--- config.mk ---
export PLATFORM = sky130hd
export DESIGN_NAME = crc_job_arb
export DESIGN_NICKNAME = d
export VERILOG_FILES = /design/src/rtl/crc_job_arb.sv
export SDC_FILE = /design/constraint.sdc
export NUM_CORES = 1
export LEC_CHECK = 0
export ABC_AREA = 1
export CORE_ASPECT_RATIO = 1.25
export CORE_UTILIZATION = 30
export CTS_CLUSTER_SIZE = 12
export DETAILED_ROUTE_END_ITERATION = 16
export PLACE_DENSITY = 0.73
export SETUP_SLACK_MARGIN = 0.2
export SLEW_MARGIN = 25
export SYNTH_ARGS = -nofsm -noshare
export SYNTH_HDL_FRONTEND = slang
export SYNTH_SLANG_ARGS = --single-unit
export TNS_END_PERCENT = 20
--- constraint.sdc ---
create_clock -name clk_1 -period 1.5 [get_ports clk_1]
set_clock_uncertainty 0.05 [all_clocks]
set_input_delay 0.225 -clock clk_1 [delete_from_list [all_inputs] [get_ports clk_1]]
set_output_delay 0.225 -clock clk_1 [all_outputs]
set_load 0.01 [all_outputs]
--- src/rtl/crc_job_arb.sv ---
// Round-robin arbiter that issues one CRC job at a time to the datapath.
// Ports:
//   clk_1, rst_n           : clock, async active-low reset
//   reqN, reqN_message/
//   reqN_mode/reqN_CRC     : requester level request and job payload
//   gntN, in_valid         : one-cycle grant and issue pulses
//   message, mode, CRC     : registered job payload to the datapath
//   done                   : datapath completion pulse
//   resp_valid, resp_id,
//   resp_timeout           : one-cycle job-finished report
//   busy                   : a job is in flight
module crc_job_arb #(
  parameter int unsigned pTIMEOUT = 255
) (
  input  logic        clk_1,
  input  logic        rst_n,
  input  logic        req0,
  input  logic        req1,
  input  logic [59:0] req0_message,
  input  logic [59:0] req1_message,
  input  logic        req0_mode,
  input  logic        req1_mode,
  input  logic        req0_CRC,
  input  logic        req1_CRC,
  output logic        gnt0,
  output logic        gnt1,
  output logic        in_valid,
  output logic [59:0] message,
  output logic        mode,
  output logic        CRC,
  input  logic        done,
  output logic        resp_valid,
  output logic        resp_id,
  output logic        resp_timeout,
  output logic        busy
);

  typedef enum logic [1:0] {
    S_IDLE,
    S_ISSUE,
    S_WAIT,
    S_RESP
  } state_t;

  localparam logic [15:0] LAST = 16'(pTIMEOUT - 32'd1);

  state_t      state_q, state_d;
  logic [15:0] cnt_q, cnt_d;
  logic        to_q, to_d;
  logic        last_q, last_d;
  logic        id_q, id_d;
  logic [59:0] msg_q, msg_d;
  logic        mode_q, mode_d;
  logic        crc_q, crc_d;
  logic        win;

  always_ff @(posedge clk_1 or negedge rst_n) begin
    if (!rst_n) begin
      state_q <= S_IDLE;
      cnt_q   <= '0;
      to_q    <= 1'b0;
      last_q  <= 1'b1;
      id_q    <= 1'b0;
      msg_q   <= '0;
      mode_q  <= 1'b0;
      crc_q   <= 1'b0;
    end else begin
      state_q <= state_d;
      cnt_q   <= cnt_d;
      to_q    <= to_d;
      last_q  <= last_d;
      id_q    <= id_d;
      msg_q   <= msg_d;
      mode_q  <= mode_d;
      crc_q   <= crc_d;
    end
  end

  always_comb begin
    state_d = state_q;
    cnt_d   = cnt_q;
    to_d    = to_q;
    last_d  = last_q;
    id_d    = id_q;
    msg_d   = msg_q;
    mode_d  = mode_q;
    crc_d   = crc_q;
    // On contention the side not granted last wins.
    win     = (req0 && req1) ? ~last_q : req1;
    unique case (state_q)
      S_IDLE: begin
        if (req0 || req1) begin
          id_d    = win;
          last_d  = win;
          msg_d   = win ? req1_message : req0_message;
          mode_d  = win ? req1_mode : req0_mode;
          crc_d   = win ? req1_CRC : req0_CRC;
          state_d = S_ISSUE;
        end
      end
      S_ISSUE: begin
        cnt_d   = '0;
        state_d = S_WAIT;
      end
      S_WAIT: begin
        // done is checked first so it wins on the last cycle.
        if (done) begin
          to_d    = 1'b0;
          state_d = S_RESP;
        end else if (cnt_q == LAST) begin
          to_d    = 1'b1;
          state_d = S_RESP;
        end else begin
          cnt_d   = cnt_q + 16'd1;
        end
      end
      S_RESP: begin
        state_d = S_IDLE;
      end
      default: begin
        state_d = S_IDLE;
      end
    endcase
  end

  assign in_valid     = (state_q == S_ISSUE);
  assign gnt0         = in_valid & ~id_q;
  assign gnt1         = in_valid & id_q;
  assign resp_valid   = (state_q == S_RESP);
  assign resp_id      = resp_valid & id_q;
  assign resp_timeout = resp_valid & to_q;
  assign busy         = (state_q != S_IDLE);
  assign message      = msg_q;
  assign mode         = mode_q;
  assign CRC          = crc_q;

endmodule

# Yosys cells after proc, flatten, opt, wreduce, memory -nomap -nowiden
# Index checks and enable logic that the tools add are counted.
# op_classes
add_sub_neg,1
mul,0
n_div,0
magnitude_cmp,0
n_eq_ne,8
shift,0
muxes,13
bitwise,6
reduce_logical,10
# op_table
cell,n
2-to-1 mux 60 bit,1
2-to-1 mux 16 bit,2
case mux 16 bit (2 select lines),1
adder 16 x 1 -> 16 bit (second input constant),1
equality test 16 x 8 -> 1 bit (second input constant),1
case mux 2 bit (4 select lines),1
2-to-1 mux 2 bit,3
inequality test 2 bit (second input constant),3
AND reduction 2 bit,3
nonzero test 2 bit,3
2-to-1 mux 1 bit,5
AND 1 bit,4
equality test 2 bit (second input constant),2
inequality test 3 bit (second input constant),1
AND reduction 3 bit,1
equality test 2 x 1 -> 1 bit (second input constant),1
logical NOT 2 bit,1
NOT 1 bit,2
logical AND 1 bit,1
logical OR 1 bit,1
# totals
regBits,83
latch_bits,0
ram_bits,0
romBits,0
out_inout_bits,69
elab_cells,46
mem_count,0

# Logic depth before layout (Yosys ltp)
# Gate-level depths: netlist of the first run.
# logic_depth
word_depth,4
depth_mapped,10

# Worst setup path after synthesis of the first run
# Ideal clock, no wire load.
# synth_timing
path_kind,flip-flop to flip-flop
from,reg state_q[0]
to,"reg msg_q[29], in the netlist message[29]"
arrival_ns,1.385
setup_slack_ns,-0.061
path_stages_with_launch,8
synth_period_minus_slack_ns,1.561
cell_sequence,dfrtp_1 -> inv_1 -> ha_1 -> inv_1 -> a21oi_2 -> buf_4 -> buf_4 -> a31oi_1
# synth_via
elab_chain_len,2
# synth_lines
item,line_no,source
"start, declared",47,"state_t state_q, state_d;"
"start signal, assigned",68,state_q <= state_d;
logical NOT 2 bit,90,unique case (state_q)
AND reduction 2 bit (no source line),--,
"end signal, assigned",73,msg_q <= msg_d;
"end, declared",52,"logic [59:0] msg_q, msg_d;"
# No other way between the ends.
# A chain may end at the register's enable or synchronous reset.

# Worst setup path in the final report of the first run
# layout_timing
from,reg state_q[0]
to,"reg msg_q[58], in the netlist message[58]"
# The elaborated chain is that of the path after synthesis.

==> results of run 1 <==
[cell families (layout without fill, tap and decap cells)]
family	Yosys count	after routing	share of synthesized area, %
AO/OA/AOI/OAI	90	90	12.8
flip-flops	83	83	49.4
adder cells (fa/ha/maj)	7	7	2.08
buffers and inverters	62	313	6.90
AND/OR/NAND/NOR	307	307	28.8
[sequential cells by signal, indices dropped and copies added (netlist names)]
| name | count |
|---|---|
| to_q | 1 |
| cnt_q | 16 |
| CRC | 1 |
| mode | 1 |
| id_q | 1 |
| last_q | 1 |
| message | 60 |
| state_q | 2 |
[worst min path at each step]
| stage | start | to | slack (ps) | depth (start not counted) |
|---|---|---|---|---|
| CTS | rst_n | cnt_q[7] | 310 | 2 |
| detailed placement | rst_n | cnt_q[5] | 100 | 1 |
| global placement | rst_n | cnt_q[6] | 90 | 1 |
| finish | rst_n | cnt_q[6] | 290 | 2 |
| floorplan | rst_n | CRC | -120 | 0 |
| global route | rst_n | cnt_q[5] | 320 | 2 |
[area by class of cell]
cell class | instances | area [µm²] | area share (%)
repair buffers | 265 | 2720 | 36.7
clock buffers | 10 | 229 | 3.10
well taps | 175 | 219 | 2.96
flip-flops and latches | 83 | 2080 | 28.1
clock inverters | 6 | 114 | 1.54
inverters | 32 | 128 | 1.73
multi-input cells | 404 | 1910 | 25.8
[power by group]
group          total, mW  internal [mW]  switching, mW
sequential          3.71           3.19          0.512
combinational       6.56           3.41           3.15
clock               2.57           1.63          0.936
total               12.8           8.24           4.60
[worst register-to-register path, stage by stage (launching register included)]
cell and delay (ps):
dfrtp_1 390, buf_6 130, inv_6 60, ha_4 150, inv_4 50, a21oi_4 200
buf_12 200, buf_16 160, nor2_1 50, a31oi_1 150
[repair_timing]
action,4_1_cts,5_1_grt
resized for setup,118,15
buffers inserted,9,2
endpoints found under the setup margin,151,137
pin swaps,1,1
hold buffers,1,0
endpoints found under the hold margin,17,0
gates cloned,2,3
[layout by cell type (no fill, tap or decap), types with 12 or more instances in the layout]
master,n
a31oi_1,61
buf_12,16
buf_4,41
clkbuf_16,12
clkdlybuf4s50_1,127
dfrtp_1,81
dlygate4sd2_1,55
inv_1,25
nand2_1,187
nand3_1,18
nor2_1,87
o21ai_0,12
[metal layers]
layer | part of all wire (%) | track usage, % | up-vias
met5 | 0 | 0 | -
met4 | 3.5 | 9.89 | 0
met3 | 6.5 | 3.06 | 32
met2 | 51 | 33.4 | 182
met1 | 39 | 21.9 | 2119
li1 | - | - | 2283
==> summary.md, run 1 <==
The flow ran to the end, but the final reports show violations. The final reports fail on setup timing. The total non-filler cell area in the finished layout is 7400 µm², and the clock slew at the register clock pins of the worst setup and hold paths is 60 ps.

The worst voltage drop across the vdd grid is 0.843 mV, and the die height is 134 µm. Cell with the largest stage delay on the worst path: dfrtp_1. The cell sitting at the root of the clock tree is a clkbuf_16. The count of buffers inserted at the top-level ports was 197; the maximum clock rate was 0.597 GHz. Of the available clock period, the critical path in the final layout requires 112%. Hold is met by 289 ps. After synthesis, the cell types taking the most area are dfrtp_1, nand2_1, a31oi_1, nor2_1, inv_1. The final hold violation count was 0; the leakage dissipation was 3.30 nW.

Walking the worst path, the cells encountered are buf_6, inv_6, ha_4, inv_4, a21oi_4, buf_12, buf_16, nor2_1, a31oi_1. For this run, asynchronously set or reset flops after synthesis account for 100%. Horizontal extent of the die: 108 µm. The cell type group with the largest total delay on the critical path was buffers and inverters. The buffers plus inverters on the worst setup path was 5. In this run the cell area measured after placement is 6830 µm². The worst-case headroom to the max-slew limit was 78.9%; the total wire length was 13,800 µm. Clock tree synthesis found a total of 83 sinks. The number of flops mapped to enable cells by yosys was 0. The worst setup path is captured at a register.

The largest incremental delay on the critical path works out to 390 ps. The tools report the number of antenna violations at the first check in global routing as 0. Relative to the synthesized area, the layout overhead comes to 75.7%.

The tools report the number of distinct library cells after synthesis as 26. The run gives 1880 ps as the arrival time at the worst endpoint. The number of pins with negative max-slew slack in the final report was 0; the share of synthesized area occupied by flip-flops and latches was 49.4%. In this run the worst hold path is classified as in2async. The critical path runs through a total of 9 cells. For this block, the via count after detailed routing is 4,616. During synthesis, Yosys emitted a total of 0 warnings.

The number of cells on the worst reg-to-reg path is 9. After synthesis the cells add up to 4210 µm². The number of buffers created by CTS was 9. For this configuration, the core starts out at a cell density of 30.6%.

Among all cell types in the netlist, the one instantiated most often is nand2_1. The number of antenna diodes in the final layout is 0. Setup repair after global routing could not meet its margin everywhere. For the worst-skew pair, the clock arrives at the later sink with an insertion delay of 340 ps. The H-tree was split into 3 levels. The logs give -175 ps for the post-route worst setup slack and 6 for the detailed-router iteration count before antenna repair. Cells fill 53.8% of the core in the end.

The post-detailed-route via-to-cell ratio works out to 4.73. The worst register-to-register path begins at state_q[0]. Entering global routing, the biggest net connects 35 pins. The power density over the cells was 1740 nW/µm²; the worst setup slack before clock tree synthesis was -194 ps. By count the netlist is led by nand2_1, nor2_1, dfrtp_1. The critical path starts at state_q[0]. The via count of the first global-routing pass came out at 4,328. The transition time at the pin with the least slew margin works out to 317 ps. The logs give 12.8 mW for the overall power and 0 for the total congestion overflow. The tools report the floorplan row count as 48. For this run, the post-layout net count is 931. In the routed design, unresolved DRC markers number 0. STA classifies the critical path startpoint as a register. Biggest area consumer among synthesized cells: dfrtp_1. In this run the worst path has a maximum fanout of 16. The required time at the endpoint of the critical path is 1700 ps, and the total setup violations reported at the end of the flow is 85.

In this run, the number of DRC markers left after iteration 0 of detailed routing was 299. In this run the deepest clock path goes through 2 buffers. The average wire per cell in the routed design is 14.2 µm.

The global-route wire length before repair is 21,200 µm, and the number of storage elements in the synthesis netlist is 83. The mean post-synth cell area works out to 7.67 µm². The worst register-to-register path ends at message[58].

In the synthesized netlist the dominant register cell turns out to be dfrtp_1. Across the run, the number of max-cap violations was 0. 198 I/O pins were placed. The worst path in the final design needs a cycle of 1680 ps, including I/O delays and setup.

Cells with a size suffix above 1 make up 14.9% of the layout. At the end of routability-driven placement, the weighted congestion stood at 0.853. After routing, the total negative slack on setup checks comes to -10,170 ps. The number of routed nets with antenna violations was 0; the final cell count without fillers was 975. TritonCTS built the clock tree. The run gives 549 as the number of standard cells after synthesis. After legalization and detailed placement, the total HPWL measured 10,100 µm. Critical setup path kind: reg2reg. Across all register-to-register paths, the minimum setup slack is -180 ps. Including well taps, the total number of placed cells is 942. The layout has 1,258 filler cells. The floorplan step defined a die boundary enclosing 14,500 µm². The standard cell core area came out at 13,800 µm². In the global route stage, overall resource usage came out at 19.0%. Counting every net in the synthesized netlist gives 685.

In this run the biggest area consumer among cell types represents 48.8% of the synthesized area. The capturing instance or port of the critical path is message[58].
Note: power is estimated with default switching activity, not from simulation.
==> inputs of run 2 (changes only) <==
--- a/config.mk
+++ b/config.mk
@@ -6,11 +6,13 @@
 export NUM_CORES = 1
 export LEC_CHECK = 0
 export ABC_AREA = 1
+export CELL_PAD_IN_SITES_DETAIL_PLACEMENT = 1
+export CELL_PAD_IN_SITES_GLOBAL_PLACEMENT = 1
 export CORE_ASPECT_RATIO = 1.25
-export CORE_UTILIZATION = 30
+export CORE_UTILIZATION = 26
 export CTS_CLUSTER_SIZE = 12
 export DETAILED_ROUTE_END_ITERATION = 16
-export PLACE_DENSITY = 0.73
+export PLACE_DENSITY = 0.86
 export SETUP_SLACK_MARGIN = 0.2
 export SLEW_MARGIN = 25
 export SYNTH_ARGS = -nofsm -noshare
==> run 2 against run 1 <==
  * The flow still finishes with violations (setup timing)
  * Register-to-register slack hardly changed
  * Critical endpoint is now resp_timeout
  * Critical path type is now reg2out
  * Fmax is 0.31% higher
  * Largest power group unchanged
  * Largest cell class unchanged
  * Global-route usage is 0.095 points lower
==> summary.md, run 2 (same netlist as run 1, synthesis figures left out) <==
For the starting DRC count in detailed routing, the log shows 108 (-64%). The share of the core filled with cells was 46.0% (-7.8 points). The checks that failed: setup timing.

Number of pins with negative max-slew slack in the final report: 0 (unchanged). Die height: 144 µm (+7.3%). Leading cell type in the layout, fill and taps excluded: nand2_1.

On the critical path the largest part of the delay comes from buffers and inverters. The run gives 50.4% (-0.7 points) as the combinational share of power. For the pin count of the biggest net entering global routing, the log shows 84 (+140%). The worst voltage drop across the vdd grid came out at 0.669 mV (-21%). The flow ran to the end, but the final reports show violations. The count of buffers inserted at the top-level ports is 197 (unchanged). TritonCTS built the clock tree. The critical setup path kind is reg2out.

The run gives 6710 µm² (-1.8%) as the post-placement cell area. For the floorplan row count, the log shows 51 (+6.3%). The number of antenna violations at the first check in global routing was 1 (+1); the number of flip-flops under the largest register name was 60 (unchanged). Required time at the endpoint of the critical path: 1220 ps (-480 ps).

Among the stages of the critical path, the cell type that occurs most often is buf_4. The total non-filler cell area in the finished layout was 7220 µm² (-2.4%); the number of maximum-capacitance violations was 0 (unchanged). The total congestion overflow came out at 0 (unchanged).

Standard cell core area: 15,700 µm² (+14%). The number of logic stages on the critical path including buffering came out at 6 (-3). The buffers plus inverters on the worst setup path came out at 4 (-1).

The HPWL after detailed placement is 11,500 µm (+14%), and the cell count of the worst reg-to-reg path is 9 (unchanged). The tools report the internal power of the cells as 7.82 mW (-5.1%). The proportion of total power due to net switching was 37.6% (+1.7 points); the worst setup slack before clock tree synthesis was -228 ps (-34.0 ps).

For the worst-case headroom to the max-slew limit, the log shows 65.9% (-13 points). Terminus of the critical flop-to-flop path: message[57]. Walking the worst path, the cells encountered are buf_4, buf_4, ha_2, nand2_1, inv_1, buf_2. The total wire length is 15,600 µm (+13%). The die area was 16,700 µm² (+15%); the via count of the first global-routing pass was 4,859 (+12%). The logs give 26.8% (-3.8 points) for the effective utilization at floorplan and 0 (unchanged) for the DRC violation count after routing. The endpoint kind of the worst setup timing path is a primary output.

The largest incremental delay on the critical path is 390 ps (about the same). The net switching power of the design came out at 4.71 mW (+2.3%). Worst min-delay path category: in2async. Arrival time at the worst endpoint: 1390 ps (-490 ps).

The part of the power in the clock network was 19.3% (-0.7 points); the final critical-path required period was 1670 ps (-5.18 ps). The tree is rooted in a clkbuf_16. The number of buffers created by CTS was 9 (unchanged).

For the weighted congestion reported at the end of routability-driven placement, the log shows 0.825 (-3.3%). The maximum clock rate is 0.599 GHz (+0.31%), and the fraction of layout instances using a drive strength above 1 is 14.6% (-0.32 points). The proportion of power drawn by flip-flops and latches came out at 30.3% (+1.4 points). The logs give 0 (unchanged) for the number of routed nets with antenna violations and 970 (+3.0%) for the total instance count after detailed placement. The tools report the final hold violation count as 0 (unchanged). The logs give 0 (unchanged) for the number of diodes and 3.13 nW (-5.1%) for the leakage dissipation. The run gives 83 (unchanged) as the count of clock tree sinks. The power density over the cells was 1740 nW/µm² (about the same); the transition time at the pin with the least slew margin was 511 ps (+194 ps).

The average wire per cell in the routed design works out to 15.7 µm (+11%). The buffer levels on the longest clock path is 2 (unchanged). The logs give 198 (unchanged) for the top-level I/O count and 914 (-1.8%) for the post-layout net count. The post-detailed-route via-to-cell ratio works out to 4.64 (-2.0%). The tools report the startpoint of the worst register-to-register path as state_q[1]. The area growth from synthesis to layout is 71.5%.

The worst setup path is launched from a register. The number of vias in the routed layout was 4,615 (-0.022%); the clock latency at the later pin of the worst-skew pair was 340 ps (about the same). The global-route wire length before repair was 24,100 µm (+14%). On the critical path, the stage with the largest delay is an instance of dfrtp_1. The clock slew at the register clock pins of the worst setup and hold paths was 60 ps (about the same); the post-route worst setup slack was -170 ps (+5.18 ps). The final cell count without fillers is 995 (+2.1%), and the total routing usage reported by global routing is 18.9% (-0.095 points). The detailed-router iteration count before antenna repair was 4 (-2); the count of H-tree levels built during CTS was 3 (unchanged). The maximum fanout encountered on the critical timing path works out to 3 (-13). The top cell types in the final layout, fill and taps aside, are nand2_1, clkdlybuf4s50_1, dfrtp_1, nor2_1, a31oi_1. The horizontal extent of the die was 116 µm (+7.3%); the setup slack of the worst register-to-register path was -170 ps (about the same).

For the total setup violations reported at the end of the flow, the log shows 86 (+1.2%). Setup repair after global routing could not meet its margin everywhere. The share of the clock period used by the worst path works out to 111% (-0.35 points).
run 2: worst max path at each step:
stage                           from            to  slack (ps)
after global placement          req1    message[1]        -160
after CTS                 state_q[1]          gnt0        -170
final                     state_q[1]  resp_timeout        -170
after floorplan           state_q[1]   message[29]         130
after global routing      state_q[1]   message[14]        -240
after detailed placement        req1    message[6]        -230
run 2: per-stage QoR:
| step | hold slack (ps) | total power [mW] | setup TNS [ps] |
|---|---|---|---|
| detailed placement | 256 | 10.2 | -11640 |
| floorplan | -121 | 6.72 | 0 |
| finish | 376 | 12.5 | -8330 |
| global route | 401 | 13.4 | -15160 |
| CTS | 369 | 12.2 | -7410 |
| global placement | 250 | 9.91 | -8280 |
run 2: what timing repair did:
action	in CTS	in global routing
pin swaps	0	1
buffers inserted	1	4
resized for setup	136	35
hold endpoints to repair	82	0
endpoints found under the setup margin	152	120
hold buffers	1	0
cloned	0	3
run 2: area by class of cell:
class | count | area, µm²
inverter | 32 | 123
tap | 212 | 265
clock inverter | 6 | 90.1
multi-input combinational | 404 | 1940
sequential | 83 | 2080
clock buffer | 10 | 229
timing repair buffer | 248 | 2500
fill | 1896 | 8480
run 2: power groups by stage:
stage | Sequential, mW | Clock (mW) | Combinational (mW)
after floorplan | 4.11 | 0 | 2.61
after global placement | 3.80 | 0 | 6.11
after detailed placement | 3.84 | 0 | 6.31
after CTS | 3.80 | 2.48 | 5.95
after global routing | 3.90 | 2.56 | 6.94
final | 3.80 | 2.41 | 6.31
run 2: metal layers:
layer	global-route usage [%]	share of wire (%)	vias up	routed length [µm]
met2	34.7	53	142	8290
met1	19.9	38	2207	5900
met5	0	0	-	0
met3	6.16	6.6	25	1020
li1	-	-	2241	-
met4	6.88	2.4	0	369
run 2: tightest hold or removal path, delay by kind of cell:
| kind | cells | cell delay, ps |
|---|---|---|
| buffers and inverters | 3 | 970 |
==> inputs of run 3 (changes only) <==
--- a/config.mk
+++ b/config.mk
@@ -18,4 +18,4 @@
 export SYNTH_ARGS = -nofsm -noshare
 export SYNTH_HDL_FRONTEND = slang
 export SYNTH_SLANG_ARGS = --single-unit
-export TNS_END_PERCENT = 20
+export TNS_END_PERCENT = 30
==> run 3 against run 2 <==
  * The flow still finishes with violations (setup timing)
  * Combinational power is 13% higher
  * Die area stayed put
  * First-iteration DRC count is 5.6% higher
  * Largest cell class unchanged
  * Largest power group unchanged
==> summary.md, run 3 (same netlist as run 1, synthesis figures left out) <==
The critical setup path kind is reg2out. The tools report the fraction of met3 tracks used by global routing as 6.04% (-0.13 points). The worst setup slack before clock tree synthesis is -228 ps (unchanged), and the post-detailed-route via-to-cell ratio is 4.65 (+0.28%). The starting DRC count in detailed routing was 114 (+5.6%).

The weighted congestion reported at the end of routability-driven placement was 0.825 (unchanged); the worst voltage drop across the vdd grid was 0.665 mV (-0.64%). The share of the clock period used by the worst path was 112% (+1.0 points); the maximum fanout encountered on the critical timing path was 3 (unchanged). The count of clock tree sinks is 83 (unchanged).

The root buffer cell chosen for the clock tree is clkbuf_16. The logs give 66.4% (+0.43 points) for the worst-case headroom to the max-slew limit and 0 (unchanged) for the number of routed nets with antenna violations. The run gives -185 ps (-15.0 ps) as the post-route worst setup slack. The number of flip-flops under the largest register name was 60 (unchanged); the total routing usage reported by global routing was 19.7% (+0.74 points). The average wire per cell in the routed design came out at 16.1 µm (+2.7%). The global routing usage on met1 came out at 20.3% (+0.44 points). The horizontal extent of the die is 116 µm (unchanged), and the count of buffers inserted at the top-level ports is 197 (unchanged). The detailed-router iteration count before antenna repair is 4 (unchanged). For the top-level I/O count, the log shows 198 (unchanged).

The logs give 350 ps (about the same) for the clock latency at the later pin of the worst-skew pair and 16,700 µm² (unchanged) for the die area. The tools report the total wire length as 16,200 µm (+3.8%). Global-route wire length before repair: 25,000 µm (+3.8%). The final hold violation count is 0 (unchanged), and the fraction of layout instances using a drive strength above 1 is 18.8% (+4.2 points). TritonCTS built the clock tree. The number of vias in the routed layout came out at 4,679 (+1.4%). The met2 track demand over resource in global routing came out at 36.8% (+2.1 points). The number of antenna violations at the first check in global routing is 1 (unchanged). Leading cell type in the layout, fill and taps excluded: nand2_1.

In this run the critical register-to-register path is launched from state_q[1]. The min-delay analysis places its worst path in the category in2async. The launching element type of the critical path is a register.

The arrival time at the worst endpoint was 1410 ps (+20 ps). The logs give 51 (unchanged) for the floorplan row count and 3 (unchanged) for the count of H-tree levels built during CTS. The die height is 144 µm (unchanged).

The total non-filler cell area in the finished layout is 7460 µm² (+3.4%). The run gives 15,700 µm² (unchanged) as the standard cell core area. The global routing stage identified its most utilized layer as met2.

For the number of diodes, the log shows 0 (unchanged). The run gives 11,500 µm (unchanged) as the HPWL after detailed placement. The tools report the launch point of the critical path as state_q[1]. The logs give 0 (unchanged) for the DRC violation count after routing and 379 ps (+2.75 ps) for the smallest hold slack. For the number of maximum-capacitance violations, the log shows 0 (unchanged).

The effective utilization at floorplan is 26.8% (unchanged), and the pin count of the biggest net entering global routing is 84 (unchanged). The final critical-path required period came out at 1680 ps (+15.0 ps). The post-route setup TNS was -10,030 ps (-1690 ps). The total setup violations reported at the end of the flow was 85 (-1.2%). The post-layout net count is 925 (+1.2%), and the area growth from synthesis to layout is 77.3%.

The cell count of the worst reg-to-reg path is 9 (unchanged), and the number of pins with negative max-slew slack in the final report is 0 (unchanged). Setup repair after global routing could not meet its margin everywhere. The run finished, with violations left. The number of buffers created by CTS was 9 (unchanged).

The maximum clock rate was 0.594 GHz (-0.89%). The tools report the via count of the first global-routing pass as 4,982 (+2.5%). The run gives 0 (unchanged) as the total congestion overflow. In the layout the commonest cells are nand2_1, clkdlybuf4s50_1, dfrtp_1, nor2_1, a31oi_1.

The buffer levels on the longest clock path came out at 2 (unchanged). Post-placement cell area: 6710 µm² (unchanged). The power density over the cells came out at 1790 nW/µm² (+3.3%).

The transition time at the pin with the least slew margin was 504 ps (-6.44 ps); the leakage dissipation was 3.24 nW (+3.3%). The clock slew at the register clock pins of the worst setup and hold paths came out at 60 ps (about the same). The overall power was 13.4 mW (+6.8%); the required time at the endpoint of the critical path was 1220 ps (about the same). The checks that failed: setup timing. Endpoint kind of the worst setup timing path: a primary output.
-- run 3: critical path, stage by stage (launching register included) --
cell,delay [ps]
dfrtp_1,400
buf_4,140
buf_4,120
ha_2,180
nand2_1,60
inv_1,30
buf_2,120
-- run 3: layout make-up --
cell class / count / area [µm²]
Tap cell: 212 / 265
Inverter: 32 / 125
Timing Repair Buffer: 259 / 2630
Multi-Input combinational cell: 404 / 2040
Sequential cell: 83 / 2080
Clock buffer: 10 / 229
Clock inverter: 6 / 90.1
Fill cell: 1877 / 8240
-- run 3: per-stage QoR --
stage,utilization (%),std cells
3_3_place_gp,42.8,970
2_1_floorplan,-,549
5_1_grt,47.5,1006
6_report,47.5,1006
3_5_place_dp,42.8,970
4_1_cts,46.3,997
-- run 3: repair_timing --
item / 4_1_cts / 5_1_grt
pin swaps: 6 / 5
hold buffers: 1 / 0
setup buffers: 8 / 6
cloned: 2 / 3
hold endpoints to repair: 82 / 0
gates resized for setup: 170 / 47
setup endpoints to repair: 152 / 119
-- run 3: metal layers --
layer | vias up | share of wire, %
li1 | 2264 | -
met1 | 2249 | 37
met2 | 139 | 54
met3 | 27 | 6.2
met4 | 0 | 2.3
met5 | - | 0
-- run 3: worst paths after layout --
check,slack [ps],end
min in group clk_1,380,message[56]
hold reg to reg,430,last_q
max in group asynchronous,560,cnt_q[6]
setup reg to reg,-180,message[57]
setup / recovery,-180,resp_timeout
hold / removal,380,cnt_q[0]
-- run 3: power by group --
group | leakage, nW | switching, mW | internal (mW)
registers | 0.969 | 0.605 | 3.19
logic | 2.13 | 3.42 | 3.74
clock network | 0.141 | 0.963 | 1.46
